==> src/rtl/ps2_kb_rx.sv <==
// ps2_kb_rx: PS/2 keyboard receiver with E0/F0 decode, show-ahead entry FIFO and LED latch.
// Define PS2_RX_TYPEMATIC_FILTER_EN to drop typematic repeats of the last make code.
module ps2_kb_rx #(
    parameter int CLK_HZ      = 50_000_000,
    parameter int TIMEOUT_US  = 1000,
    parameter int SYNC_STAGES = 2,
    parameter int FIFO_DEPTH  = 4
) (
    input  logic                          clock,
    input  logic                          reset,
    input  logic                          ps2_clk,
    input  logic                          ps2_data,
    output logic [7:0]                    code_data,
    output logic                          code_ext,
    output logic                          code_break,
    output logic                          code_valid,
    input  logic                          code_ready,
    output logic [$clog2(FIFO_DEPTH):0]   fifo_count,
    output logic                          frame_err,
    output logic                          overflow,
    output logic [7:0]                    led_g
);
    localparam int TIMEOUT_CYC = CLK_HZ / 1_000_000 * TIMEOUT_US;
    localparam int AW = $clog2(FIFO_DEPTH);
    localparam int TW = $clog2(TIMEOUT_CYC + 1);
    localparam logic [AW:0] CNT_ONE = 1;
    localparam logic [AW:0] CNT_FULL = FIFO_DEPTH;
    localparam logic [AW-1:0] PTR_ONE = 1;
    typedef enum logic [1:0] {IDLE, SHIFT, CHECK} state_t;
    state_t state, state_n;
    logic [SYNC_STAGES-1:0] clk_sync, data_sync;
    logic clk_prev, clk_s, data_s, fe;
    logic [3:0] bitcnt;
    logic [TW-1:0] timer;
    logic [9:0] sh;
    logic ext_pend, brk_pend;
    logic frame_ok, is_pre, drop, err_c, push_c, push_ok, pop, full;
    logic [9:0] mem [FIFO_DEPTH];
    logic [AW-1:0] wp, rp;
    assign clk_s = clk_sync[SYNC_STAGES-1];
    assign data_s = data_sync[SYNC_STAGES-1];
    assign fe = clk_prev & ~clk_s;
    assign frame_ok = (^sh[8:0]) & sh[9];
    assign is_pre = sh[7:0] == 8'hE0 || sh[7:0] == 8'hF0;
    assign full = fifo_count == CNT_FULL;
    assign code_valid = fifo_count != '0;
    assign pop = code_valid & code_ready;
    assign push_ok = push_c & (~full | pop);
    assign {code_ext, code_break, code_data} = mem[rp];
`ifdef PS2_RX_TYPEMATIC_FILTER_EN
    logic [8:0] last_make;
    logic lm_valid;
    assign drop = !brk_pend && lm_valid && last_make == {ext_pend, sh[7:0]};
    always_ff @(posedge clock or posedge reset) begin
        if (reset) begin
            last_make <= '0;
            lm_valid <= 1'b0;
        end else if (state == CHECK && frame_ok && !is_pre) begin
            if (!brk_pend) begin
                last_make <= {ext_pend, sh[7:0]};
                lm_valid <= 1'b1;
            end else if (last_make == {ext_pend, sh[7:0]}) begin
                lm_valid <= 1'b0;
            end
        end
    end
`else
    assign drop = 1'b0;
`endif
    always_comb begin
        state_n = state;
        err_c = 1'b0;
        push_c = 1'b0;
        case (state)
            IDLE: state_n = (fe && !data_s) ? SHIFT : IDLE;
            SHIFT: begin
                if (fe && bitcnt == 4'd9) begin
                    state_n = CHECK;
                end else if (!fe && timer == TW'(TIMEOUT_CYC - 1)) begin
                    state_n = IDLE;
                    err_c = 1'b1;
                end
            end
            CHECK: begin
                state_n = IDLE;
                err_c = !frame_ok;
                push_c = frame_ok && !is_pre && !drop;
            end
            default: state_n = IDLE;
        endcase
    end
    always_ff @(posedge clock or posedge reset) begin
        if (reset) begin
            clk_sync <= '0;
            data_sync <= '0;
            clk_prev <= 1'b0;
            state <= IDLE;
            bitcnt <= '0;
            timer <= '0;
            sh <= '0;
            ext_pend <= 1'b0;
            brk_pend <= 1'b0;
            frame_err <= 1'b0;
            overflow <= 1'b0;
            led_g <= '0;
            wp <= '0;
            rp <= '0;
            fifo_count <= '0;
        end else begin
            clk_sync <= {clk_sync[SYNC_STAGES-2:0], ps2_clk};
            data_sync <= {data_sync[SYNC_STAGES-2:0], ps2_data};
            clk_prev <= clk_s;
            state <= state_n;
            frame_err <= err_c;
            overflow <= push_c & full & ~pop;
            timer <= (state == SHIFT && !fe && state_n == SHIFT) ? timer + TW'(1) : '0;
            bitcnt <= state != SHIFT ? 4'd0 : fe ? bitcnt + 4'd1 : bitcnt;
            if (state == SHIFT && fe)
                sh <= {data_s, sh[9:1]};
            // Prefix flags survive a timeout but not a corrupted frame.
            if (state == CHECK) begin
                ext_pend <= frame_ok && (sh[7:0] == 8'hE0 || (is_pre && ext_pend));
                brk_pend <= frame_ok && (sh[7:0] == 8'hF0 || (is_pre && brk_pend));
            end
            if (push_ok && !brk_pend)
                led_g <= sh[7:0];
            if (push_ok)
                wp <= wp + PTR_ONE;
            if (pop)
                rp <= rp + PTR_ONE;
            fifo_count <= (push_ok && !pop) ? fifo_count + CNT_ONE :
                          (!push_ok && pop) ? fifo_count - CNT_ONE : fifo_count;
        end
    end
    always_ff @(posedge clock or posedge reset) begin
        if (reset) begin
            for (int i = 0; i < FIFO_DEPTH; i++)
                mem[i] <= '0;
        end else if (push_ok) begin
            mem[wp] <= {ext_pend, brk_pend, sh[7:0]};
        end
    end
endmodule
==> config.mk <==
export PLATFORM = sky130hd
export DESIGN_NAME = ps2_kb_rx
export DESIGN_NICKNAME = d
export VERILOG_FILES = /design/src/rtl/ps2_kb_rx.sv
export SDC_FILE = /design/constraint.sdc
export NUM_CORES = 1
export LEC_CHECK = 0
export CORE_ASPECT_RATIO = 0.8
export CORE_MARGIN = 2
export CORE_UTILIZATION = 39
export CTS_CLUSTER_SIZE = 25
export DETAILED_ROUTE_END_ITERATION = 8
export DONT_BUFFER_PORTS = 1
export PLACE_DENSITY_LB_ADDON = 0.15
export SLEW_MARGIN = 0
export SYNTH_ARGS = -nofsm -noshare
export SYNTH_HDL_FRONTEND = slang
export SYNTH_SLANG_ARGS = --single-unit
export TNS_END_PERCENT = 50
==> constraint.sdc <==
create_clock -name clock -period 7.6 [get_ports clock]
set_input_delay 1.14 -clock clock [delete_from_list [all_inputs] [get_ports clock]]
set_output_delay 1.14 -clock clock [all_outputs]
set_load 0.02 [all_outputs]
# [Word level (Yosys, flattened, before mapping)]
# Cells that the tools add are included.
[word_totals] reg_bits=96 latchBits=0 ramBits=0 rom_bits=0 in_bits=5 out_inout_bits=24 word_cells=98 n_memories=0
[classes] n_addsub=6 n_mul=0 div=0 n_lt_le_gt_ge=3 n_eq_ne=9 n_shift=0 mux=19 bitwise=12 reduce_logical=30
[op_table] operator="40-bit bitwise mux" count=1
[op_table] operator="10-bit 2-to-1 mux" count=3
[op_table] operator="10-bit binary-select mux with 2-bit select" count=1
[op_table] operator="10-bit demux with 2-bit select" count=1
[op_table] operator="16-bit by 1-bit adder with 16-bit output (second input constant)" count=1
[op_table] operator="16-bit == test (second input constant)" count=1
[op_table] operator="8-bit == test (second input constant)" count=2
[op_table] operator="16-bit 2-to-1 mux" count=1
[op_table] operator="1-bit logical AND" count=15
[op_table] operator="9-bit parity" count=1
[op_table] operator="4-bit 2-to-1 mux" count=2
[op_table] operator="1-bit logical NOT" count=7
[op_table] operator="1-bit AND" count=6
[op_table] operator="3-bit greater-or-equal comparator (second input constant)" count=2
[op_table] operator="3-bit 2-to-1 mux" count=2
[op_table] operator="2-bit NOT with 3-bit output" count=2
[op_table] operator="2-bit by 1-bit adder with 2-bit output (second input constant)" count=2
[op_table] operator="4-bit by 1-bit adder with 4-bit output (second input constant)" count=1
[op_table] operator="2-bit by 1-bit == test with 1-bit output (second input constant)" count=2
[op_table] operator="4-bit == test (second input constant)" count=1
[op_table] operator="1-bit 2-to-1 mux" count=4
[op_table] operator="2-bit 2-to-1 mux" count=2
[op_table] operator="2-bit case mux with 2 select lines" count=1
[op_table] operator="2-bit nonzero test" count=2
[op_table] operator="12 further kinds" count=16

# [Depth between registers and ports, before layout]
[depth] ltp_word=10 ltp_mapped=12

# [Least setup slack after synthesis]
# OpenSTA, ideal clock, no wires.
[synth_path] kind="flip-flop to flip-flop" startpoint="register sh[2]" endpoint="register fifo_count[2]" arrival_ps=2818 required_ps=7520 setup_slack_ps=4702 path_stages_with_launch=13 cell_sequence="dfrtp_1 inv_1 ha_1 xnor3_1 xnor2_1 buf_4 nor3_1 ha_1 inv_1 fa_1 xor2_1 nor2_1 xor2_1"
[synth_between] elab_chain_len=9 elab_cells_between_ends=14
[synth_rtl] item="from (decl)" line="35" source="logic [9:0] sh;"
[synth_rtl] item="from (signal assigned)" line="119" source="sh <= {data_s, sh[9:1]};"
[synth_rtl] item="8-bit == test" line="44" source="assign is_pre = sh[7:0] == 8'hE0 || sh[7:0] == 8'hF0;"
[synth_rtl] item="1-bit logical OR" line="44"
[synth_rtl] item="1-bit logical NOT" line="87" source="push_c = frame_ok && !is_pre && !drop;"
[synth_rtl] item="1-bit logical AND (*)" line="87"
[synth_rtl] item="1-bit 2-to-1 mux (*)" line="74" source="case (state)"
[synth_rtl] item="1-bit AND (*)" line="48" source="assign push_ok = push_c & (~full | pop);"
[synth_rtl] item="via push_ok" line="37" source="logic frame_ok, is_pre, drop, err_c, push_c, push_ok, pop, full;"
[synth_rtl] item="1-bit logical NOT" line="132" source="(!push_ok && pop) ? fifo_count - CNT_ONE : fifo_count;"
[synth_rtl] item="1-bit logical AND" line="132"
[synth_rtl] item="2-bit nonzero test (no source line)"
[synth_rtl] item="to (signal assigned)" line="131" source="fifo_count <= (push_ok && !pop) ? fifo_count + CNT_ONE :"
[synth_rtl] item="to (decl)" line="18" source="output logic [$clog2(FIFO_DEPTH):0] fifo_count,"
# The timed path passes the listed nets; every way through them passes the cells marked *.
# A chain may end at the register's enable or synchronous reset.

# [Final worst setup path]
# Ends and elaborated chain as after synthesis.

==> flow_metrics.py <==
metrics = {
    "run": {
        "max_cap_viol_count": 0,
    },
    "sta": {
        "rsz0062_at_grt": "no",
        "relSlewSlack": 0.386,
        "setup_violations": 0,
        "holdWs_ns": 0.358,
        "hold_viol": 0,
        "setup_ws_ns": 4.43,
        "finalCritPeriodShare": 0.417,
        "fin_skew_ns": 0.00703,
        "setup_tns_ns": 0,
        "tightest_slew_ns": 0.921,
        "final_max_slew_viol_count": 0,
        "max_freq_mhz": 315,
        "finalCriticalPeriod_ns": 3.17,
    },
    "worst_hold_path": {
        "hp-class": "flop to flop",
    },
    "cts": {
        "htreeDepth": 3,
        "cts_hold_buf": 0,
        "clock_latency_ns": 0.34,
        "clkTransAtPathRegs_ns": 0.06,
        "cts_buffers": 9,
        "cts_buffer_depth": 2,
        "post_cts_resized": 0,
        "cts-root-buf": "clkbuf_16",
        "cts_sinks": 96,
        "cts_tree": "built",
        "cts_setup_buffers": 0,
    },
    "worst_setup_path": {
        "endpoint": "fifo_count[2]",
        "endpoint_kind": "flop",
        "ff2ff_setup_slack_ns": 4.43,
        "required_ns": 7.86,
        "critPathKind": "flop to flop",
        "critPathLaunchType": "flop",
        "slowest_delay_ns": 0.44,
        "critical_path.reg2reg.startpoint": "sh[2]",
        "r2r_cells": 12,
        "slowest_stage": "dfrtp_1",
        "reg2reg_to": "fifo_count[2]",
        "crit_start": "sh[2]",
        "worst-path-max-fanout": 11,
        "crit_chain": "inv_1 > ha_1 > xnor3_1 > xnor2_1 > buf_4 > nor3_1 > ha_1 > inv_1 > fa_1 > xor2_1 > nor2_1 > xor2_1",
        "cp.arrival_ns": 3.43,
    },
    "route": {
        "vias": 2514,
        "viasPerCell": 5.22,
        "wl_per_cell_um": 16.9,
        "drt-initial-drc-count": 93,
        "ant_nets": 0,
        "drt-total-wl_um": 8170,
        "post-route-drc-count": 0,
        "firstDrtPassIters": 5,
    },
    "die": {
        "fp.dieW_um": 123,
        "core_sq_mm": 0.0110,
        "initial_core_util": 0.403,
        "chipHeight_um": 99.3,
        "pin_count": 29,
        "num_rows": 34,
        "dieArea_sq_mm": 0.0122,
    },
    "placement": {
        "pre_cts_slack_ns": 4.47,
        "place.gp.congestion": 0.748,
        "placed_cell_area_sq_mm": 0.00459,
        "port_buffers": 0,
        "dp.cells": 466,
        "dp_hpwl_um": 5370,
    },
    "pwr": {
        "powerDensity_mw_per_mm2": 237,
        "cellLeakagePower_nw": 2.25,
        "ir_drop_mv": 0.170,
    },
    "yosys": {
        "yosysMostFrequentCell": "dfrtp_1",
        "syn_area_sq_mm": 0.00443,
        "synth_edf_count": 0,
        "ys_seq_elements": 96,
        "async_flop_share": 1.00,
        "ys_seq_area_frac": 0.543,
        "synth_cells": 328,
        "avgSynthCellArea_sq_um": 13.5,
        "synth_top_area_frac": 0.543,
        "synthTopCellsByArea": "dfrtp_1, mux2_2, mux4_2, ha_1, mux2_4",
        "synth_top_area_cell": "dfrtp_1",
        "ys_warn_count": 0,
        "netlist-cell-type-count": 42,
        "syn-num-nets": 350,
        "synth_common_cells": "dfrtp_1, mux2_2, nand2_1",
        "synth_flop_cell": "dfrtp_1",
    },
    "layout": {
        "layout-drive-gt1-share": 0.266,
        "syn2layout_area_growth_pct": 10.3,
        "finish.instance_area_sq_mm": 0.00488,
        "n_fill_cell": 1027,
        "instances_no_fill": 482,
        "multi_input_area_sq_mm": 0.00191,
        "fin_nets": 355,
        "seq_area_sq_mm": 0.00240,
        "insertedDiodeCount": 0,
    },
    "global_routing": {
        "first_global_vias": 2561,
        "grt_max_degree": 74,
        "grt_usage": 0.149,
        "grt_pass1_wl_um": 13700,
        "antenna_found_initial": 0,
        "overflow": 0,
    },
    "status": {
        "status": "finished clean",
    },
}
[layer usage]
layer	share of wire	vias up	routed length (um)	global-route usage
met1	0.51	1286	4170	0.216
met3	0.038	11	307	0.0436
met5	0	-	0	0
met4	0.014	0	117	0.0551
met2	0.44	39	3580	0.212
li1	-	1178	-	-
[flip-flops by register name, indices dropped and copies added (netlist names)]
register	cells
clk_sync	2
sh	10
fifo_count	3
mem	40
wp	2
ext_pend	1
rp	2
data_sync	2
state	2
timer	16
brk_pend	1
frame_err	1
clk_prev	1
led_g	8
overflow	1
bitcnt	4
[final cells by class]
cell class,instances,area share
clock inverters,5,0.0115
clock buffers,11,0.0497
inverters,18,0.0143
flip-flops and latches,96,0.492
repair buffers,3,0.00461
multi-input cells,205,0.391
well taps,144,0.0369
[critical path: cells and delay by family, from the launching register on]
family	cells	cell delay, ns
and+or+nand+nor	2	0.52
DFF	1	0.44
xor gates and xnor gates	4	0.81
adders and majority gates	3	0.95
buffers and inverters	3	0.36
[stage by stage]
| step | power (W) | utilization |
|---|---|---|
| 3_3_place_gp | 0.000719 | 0.418 |
| 2_1_floorplan | 0.000687 | - |
| 6_report | 0.00116 | 0.445 |
| 3_5_place_dp | 0.000720 | 0.418 |
| 4_1_cts | 0.00118 | 0.445 |
| 5_1_grt | 0.00122 | 0.445 |
[worst min path at each step]
stage	start	endpoint	slack [ns]	cells after the start
6_report	clk_sync[0]	clk_sync[1]	0.36	0
3_5_place_dp	clk_sync[0]	clk_sync[1]	0.34	0
3_3_place_gp	clk_sync[0]	clk_sync[1]	0.34	0
2_1_floorplan	clk_sync[0]	clk_sync[1]	0.33	0
4_1_cts	clk_sync[0]	clk_sync[1]	0.36	0
5_1_grt	clk_sync[0]	clk_sync[1]	0.37	0
[cell families after synthesis]
| group | after synthesis | synth area share |
|---|---|---|
| DFF | 96 | 0.543 |
| and+or+nand+nor | 75 | 0.0984 |
| muxes | 65 | 0.198 |
| buffers and inverters | 27 | 0.0257 |
| AOI/OAI and AO/OA | 26 | 0.0393 |
| xor gates and xnor gates | 22 | 0.0466 |
| adders and majority gates | 17 | 0.0497 |
[power by group]
part | switching [W] | internal [W] | total [W]
Combinational | 0.0000515 | 0.0000562 | 0.000108
Sequential | 0.0000669 | 0.000530 | 0.000597
Clock | 0.000192 | 0.000264 | 0.000455
[layout by cell type, fill, tap and decap left out, types with 4 or more instances in the layout]
master / n
dfrtp_1: 96
xnor2_1: 10
inv_1: 17
xor2_1: 11
nand3_1: 7
a21oi_1: 4
or3_1: 6
mux4_2: 10
o21ai_0: 11
nor3_4: 4
clkbuf_16: 9
mux2_4: 8
mux2_2: 47
nor2_1: 14
ha_1: 16
and2_1: 4
nand4_1: 7
nand2_1: 19
Note: power is estimated with default switching activity, not from simulation.
